## src/rtl/core4_cpu_oci_dct_packer_if.sv

```systemverilog
// rtl/core4_cpu_oci_dct_packer_if.sv - packed DCT word output stream (valid/ready)
interface core4_cpu_oci_dct_packer_if;
    logic        dct_valid;
    logic        dct_ready;
    logic [29:0] dct_buffer;
    logic [3:0]  dct_count;

    modport master (
        output dct_valid,
        output dct_buffer,
        output dct_count,
        input  dct_ready
    );

    modport slave (
        input  dct_valid,
        input  dct_buffer,
        input  dct_count,
        output dct_ready
    );
endinterface

```

## src/rtl/core4_cpu_oci_dct_packer.sv

```systemverilog
// rtl/core4_cpu_oci_dct_packer.sv - packs 2-bit DCT trace frames into 30-bit words, sequences end-of-test drain
module core4_cpu_oci_dct_packer #(
    parameter int DROP_W = 8
) (
    input  logic                       clk,
    input  logic                       reset,
    input  logic                       trc_on,
    input  logic                       trc_valid,
    input  logic [1:0]                 trc_code,
    input  logic                       flush,
    input  logic                       sim_end_req,
    core4_cpu_oci_dct_packer_if.master dct,
    output logic                       overflow,
    output logic [DROP_W-1:0]          drop_count,
    output logic                       test_ending,
    output logic                       test_has_ended
);

    localparam logic [1:0] ST_RUN    = 2'd0;
    localparam logic [1:0] ST_DRAIN  = 2'd1;
    localparam logic [1:0] ST_ENDING = 2'd2;
    localparam logic [1:0] ST_ENDED  = 2'd3;

    logic [1:0]  state;
    logic [29:0] acc;
    logic [3:0]  acc_cnt;
    logic        flush_pending;

    logic        accept, can_load, flush_eff, full, load, drop, pend_nxt;
    logic [29:0] frame_word, appended, load_word, acc_nxt;
    logic [3:0]  n, load_cnt, cnt_nxt;

    always_comb begin
        accept     = trc_on & trc_valid & (trc_code != 2'b00) & (state == ST_RUN);
        can_load   = !dct.dct_valid | dct.dct_ready;
        flush_eff  = flush | flush_pending | (state == ST_DRAIN);
        full       = (acc_cnt == 4'd15);
        frame_word = {28'b0, trc_code} << {acc_cnt, 1'b0};
        appended   = accept ? (acc | frame_word) : acc;
        n          = acc_cnt + {3'b0, accept};

        load      = 1'b0;
        drop      = 1'b0;
        load_word = appended;
        load_cnt  = n;
        acc_nxt   = appended;
        cnt_nxt   = n;

        if (full) begin
            // Stalled full word: a frame arriving with the load restarts the accumulator at slot 0.
            load_word = acc;
            load_cnt  = 4'd15;
            if (can_load) begin
                load    = 1'b1;
                acc_nxt = accept ? {28'b0, trc_code} : 30'b0;
                cnt_nxt = accept ? 4'd1 : 4'd0;
            end else begin
                acc_nxt = acc;
                cnt_nxt = 4'd15;
                drop    = accept;
            end
        end else if (can_load && (n == 4'd15 || (flush_eff && n != 4'd0))) begin
            load    = 1'b1;
            acc_nxt = 30'b0;
            cnt_nxt = 4'd0;
        end

        if (load)
            pend_nxt = 1'b0;
        else if (flush && cnt_nxt != 4'd0)
            pend_nxt = 1'b1;
        else if (cnt_nxt == 4'd0)
            pend_nxt = 1'b0;
        else
            pend_nxt = flush_pending;
    end

    always_ff @(posedge clk) begin
        if (reset) begin
            state          <= ST_RUN;
            acc            <= 30'b0;
            acc_cnt        <= 4'd0;
            flush_pending  <= 1'b0;
            dct.dct_valid  <= 1'b0;
            dct.dct_buffer <= 30'b0;
            dct.dct_count  <= 4'd0;
            overflow       <= 1'b0;
            drop_count     <= '0;
            test_ending    <= 1'b0;
            test_has_ended <= 1'b0;
        end else begin
            acc           <= acc_nxt;
            acc_cnt       <= cnt_nxt;
            flush_pending <= pend_nxt;

            if (load) begin
                dct.dct_valid  <= 1'b1;
                dct.dct_buffer <= load_word;
                dct.dct_count  <= load_cnt;
            end else if (dct.dct_ready) begin
                dct.dct_valid  <= 1'b0;
            end

            if (drop) begin
                overflow <= 1'b1;
                if (drop_count != {DROP_W{1'b1}})
                    drop_count <= drop_count + DROP_W'(1);
            end

            test_ending <= 1'b0;
            case (state)
                ST_RUN: begin
                    if (sim_end_req)
                        state <= ST_DRAIN;
                end
                ST_DRAIN: begin
                    // Drain is complete once nothing is buffered and the last word has been taken.
                    if (acc_cnt == 4'd0 && !dct.dct_valid) begin
                        state       <= ST_ENDING;
                        test_ending <= 1'b1;
                    end
                end
                ST_ENDING: begin
                    state          <= ST_ENDED;
                    test_has_ended <= 1'b1;
                end
                default: state <= ST_ENDED;
            endcase
        end
    end

endmodule

```

## src/flat_wrapper.sv

```systemverilog
// flat-port wrapper written by rule: the top's interface ports become plain ports
module core4_cpu_oci_dct_packer_flat 
#(
    parameter int DROP_W = 8
)
  (clk, reset, trc_on, trc_valid, trc_code, flush, sim_end_req, overflow, drop_count, test_ending, test_has_ended, dct_dct_valid, dct_dct_buffer, dct_dct_count, dct_dct_ready);
  core4_cpu_oci_dct_packer_if dct_i ();
  input  logic clk;
  input  logic reset;
  input  logic trc_on;
  input  logic trc_valid;
  input  logic [1:0] trc_code;
  input  logic flush;
  input  logic sim_end_req;
  output logic overflow;
  output logic [DROP_W-1:0] drop_count;
  output logic test_ending;
  output logic test_has_ended;
  output wire logic [$bits(dct_i.dct_valid)-1:0] dct_dct_valid;
  output wire logic [$bits(dct_i.dct_buffer)-1:0] dct_dct_buffer;
  output wire logic [$bits(dct_i.dct_count)-1:0] dct_dct_count;
  input wire logic [$bits(dct_i.dct_ready)-1:0] dct_dct_ready;
  assign dct_dct_valid = dct_i.dct_valid;
  assign dct_dct_buffer = dct_i.dct_buffer;
  assign dct_dct_count = dct_i.dct_count;
  assign dct_i.dct_ready = dct_dct_ready;
  core4_cpu_oci_dct_packer #(.DROP_W(DROP_W)) u_core (.clk(clk), .reset(reset), .trc_on(trc_on), .trc_valid(trc_valid), .trc_code(trc_code), .flush(flush), .sim_end_req(sim_end_req), .dct(dct_i), .overflow(overflow), .drop_count(drop_count), .test_ending(test_ending), .test_has_ended(test_has_ended));
endmodule
```

## config.mk

```make
export PLATFORM = sky130hd
export DESIGN_NAME = core4_cpu_oci_dct_packer_flat
export DESIGN_NICKNAME = d
export VERILOG_FILES = /design/src/rtl/core4_cpu_oci_dct_packer_if.sv /design/src/rtl/core4_cpu_oci_dct_packer.sv /design/src/flat_wrapper.sv
export SDC_FILE = /design/constraint.sdc
export NUM_CORES = 1
export LEC_CHECK = 0
export CAP_MARGIN = 40
export CORE_UTILIZATION = 53
export CTS_CLUSTER_DIAMETER = 40
export CTS_CLUSTER_SIZE = 20
export DETAILED_ROUTE_END_ITERATION = 12
export GPL_TIMING_DRIVEN = 0
export PLACE_DENSITY_LB_ADDON = 0.12
export SYNTH_ARGS = -nofsm -noshare
export SYNTH_HDL_FRONTEND = slang
export SYNTH_SLANG_ARGS = --single-unit
```

## constraint.sdc

```tcl
create_clock -name clk -period 4.5 [get_ports clk]
set_input_delay 1.35 -clock clk [delete_from_list [all_inputs] [get_ports clk]]
set_output_delay 1.35 -clock clk [all_outputs]
set_load 0.005 [all_outputs]
```

==> run metrics <==
status completed; Int Power approximately 1.2 mW; initial antenna violation count 0; xor/xnor share of the synthesized area 2.25%; Port Buffers 54; vias around 3000; area grow syn2layout 24.6%; grt total ovfl 0; Avg Cell Area, Syn 9.42 um^2; area share of fa/ha/maj cells after synthesis between 1 and 1.5%; GRT Total Usage between 20% and 30%; drt drc 0; Post-Synth Simple-Gate Area about a fifth; Initial Util between 50% and 60%; Seq/Total Area, Yosys between 40 and 50%; via density per instance 5.83; Mapped Nets roughly 380; Worst slew margin 52.6%; Final period util approximately 97%; Global Route met2 Usage 42.2%; DP Area between 4000 and 5000 um^2; die area roughly 6800 um^2; switching portion of total power 26.8%; Warnings, synthesis 0; placed wire-length estimate about 5700 um; H-Tree Depth 3; Worst VDD drop between 0.2 and 0.25 mV; met1 usage approximately a third; Post-synth ARST share 0%; synthesized flop and latch total 83; commonest non-fill, non-tap cells in the layout 83 x dfxtp_1, 55 x nor2_1, 54 x clkdlybuf4s50_1, 33 x a21oi_1, 26 x a211oi_1; Synth Flop Type dfxtp_1; fraction of layout cells with a size suffix above 1 around a tenth; sequential power share 49.8%; Post-Synthesis Cells between 300 and 400; initial DRC count around 180; Compound-Gate Fraction of Synth Area between 20% and 30%; diode count 0; # clock sinks 83; CTS tree built; Static Leak ~1.5 nW; Max Clock Skew just over 0.008 ns; Clk pwr share 32.0%; Critical Path End Type register; Critical Path Start Type input port; largest family of logic cells by synthesized area compound AO/OA/AOI/OAI gates; Die W between 80 and 90 um; Mapped Area about 3400 um^2; die span in y roughly 83 um; top cells by area, synth dfxtp_1 48%, a32o_1 6.1%, nor2_1 6.0%; WP data required 4.77 ns; Nets 444; number of core rows 29; WS Path Type in2reg; worst hold slack ~0.46 ns; Max Freq approximately 230 MHz; WL/cell 15.7 um; CTS max path bufs 2; post-synthesis mux area share less than 1%; Clock transition at path regs about 0.08 ns; first-pass GRT wire length 12900 um; Final Max Slew Viols 0; Detail Route Antenna Nets 0; Clk Latency, worst-skew pair about 0.35 ns; Core ar. around 6300 um^2; reg-to-reg slack, setup approximately 1.4 ns; Final Hold Vio Count 0; drt total wl 8050 um; Sw Pwr between 400 and 500 uW; post-synth cell types a little over 50; max cap viols 0; Root Buffer Master clkbuf_8; CP Max Fanout 10; Min-Delay Path Class reg2reg; power per cell area ~380 nW/um^2; area share of the largest cell type after synthesis ~48%; Setup Viol. Count Final 0; combinational power share 18.2%; cell accounting for the most synthesized area dfxtp_1; vias in the first global route about 2700; drt first pass iters 4; fin crit period 4.35 ns; met3 usage 4.07%; grt peak-use layer met2; RSZ-0062 raised after global routing no; post-route cell area approximately 4300 um^2; FILL cells about 550; GP Congestion 0.877; Worst-Margin Slew 0.704 ns; critical path arrival 4.62 ns; IO Pins 55; largest net degree at the start of global routing 14; CTS Buf Count 9; Post-synth EDFFs 0; most common cell after layout, fill and taps aside dfxtp_1
-- path summary, 6_finish.rpt --
kind,endpoint,start,cells after the start
max reg2reg,u_core.dct.dct_buffer[27],u_core.state[0],11
min reg2reg,u_core.overflow,u_core.overflow,2
min,u_core.overflow,u_core.overflow,2
max,u_core.dct.dct_buffer[27],trc_code[1],12
-- synthesized netlist by cell type (4+ instances only) --
cell type  number
dfxtp_1        83
nor2_1         55
a21oi_1        33
a211oi_1       27
a32o_1         21
clkbuf_1       14
nor3_1         13
nand2_1        10
buf_2           9
a31oi_1         8
inv_1           6
nand4_1         6
nor2b_1         6
xnor2_1         6
a211oi_2        4
a22o_1          4
and2_1          4
nand3_1         4
nor4_1          4
-- layer usage --
layer  part of all wire [%]  routed length, um
met3                    5.1                411
met1                     45               3580
met2                     48               3880
met5                      0                  0
met4                    2.1                172
-- sequential cells by signal, summed over array words and instances (netlist names) --
name / count
u_core.test_has_ended: 1
u_core.drop_count: 8
u_core.dct.dct_buffer: 30
u_core.test_ending: 1
u_core.dct.dct_count: 4
u_core.acc: 30
u_core.dct.dct_valid: 1
u_core.acc_cnt: 4
u_core.flush_pending: 1
u_core.overflow: 1
u_core.state: 2
-- timing repair --
item / 4_1_cts / 5_1_grt
buffers inserted: 0 / 0
resized for setup: 0 / 2
hold buffers: 0 / 0
endpoints found under the setup margin: 0 / 14
-- kinds of logic after synthesis --
logic type,Yosys count
AOI/OAI and AO/OA,112
xor gates and xnor gates,8
adders and majority gates,3
muxes,2
and+or+nand+nor,122
DFF,83
buffers and inverters,36
-- stage by stage --
step / setup slack [ns] / utilization (%) / cells / TNS [ns] / total power, mW
2_1_floorplan: 0.866 / - / 366 / 0 / 0.985
3_5_place_dp: -0.248 / 64.7 / 498 / -6.52 / 1.12
5_1_grt: 0.00137 / 68.1 / 514 / 0 / 1.71
4_1_cts: 0.0901 / 67.9 / 514 / 0 / 1.63
3_3_place_gp: -0.187 / 64.7 / 497 / -4.09 / 1.12
6_report: 0.147 / 68.1 / 514 / 0 / 1.63
-- critical path: stages --
cell and delay (ns):
clkdlybuf4s50_1 0.59, nor2_1 0.36, nor2_1 0.16, ha_1 0.27
ha_1 0.24, xor2_2 0.33, nor3_1 0.17, a221oi_4 0.46
buf_4 0.27, buf_6 0.17, nor2_1 0.06, a211oi_2 0.19
-- power groups by stage --
| stage | Sequential, mW | Clock, mW | Combinational, mW |
|---|---|---|---|
| 2_1_floorplan | 0.828 | 0 | 0.156 |
| 3_3_place_gp | 0.825 | 0 | 0.291 |
| 3_5_place_dp | 0.828 | 0 | 0.294 |
| 4_1_cts | 0.810 | 0.526 | 0.296 |
| 5_1_grt | 0.818 | 0.565 | 0.327 |
| 6_report | 0.809 | 0.520 | 0.296 |
-- cell type report --
| cell class | count | area [um^2] | share of cell area [%] |
|---|---|---|---|
| flip-flops and latches | 83 | 1660 | 38.7 |
| multi-input cells | 247 | 1630 | 38.0 |
| well taps | 77 | 96.3 | 2.24 |
| plain buffers | 30 | 140 | 3.26 |
| clock buffers | 13 | 179 | 4.16 |
| inverters | 6 | 22.5 | 0.524 |
| repair buffers | 55 | 544 | 12.7 |
| clock inverters | 3 | 18.8 | 0.437 |
(Power assumes the default switching activity.)
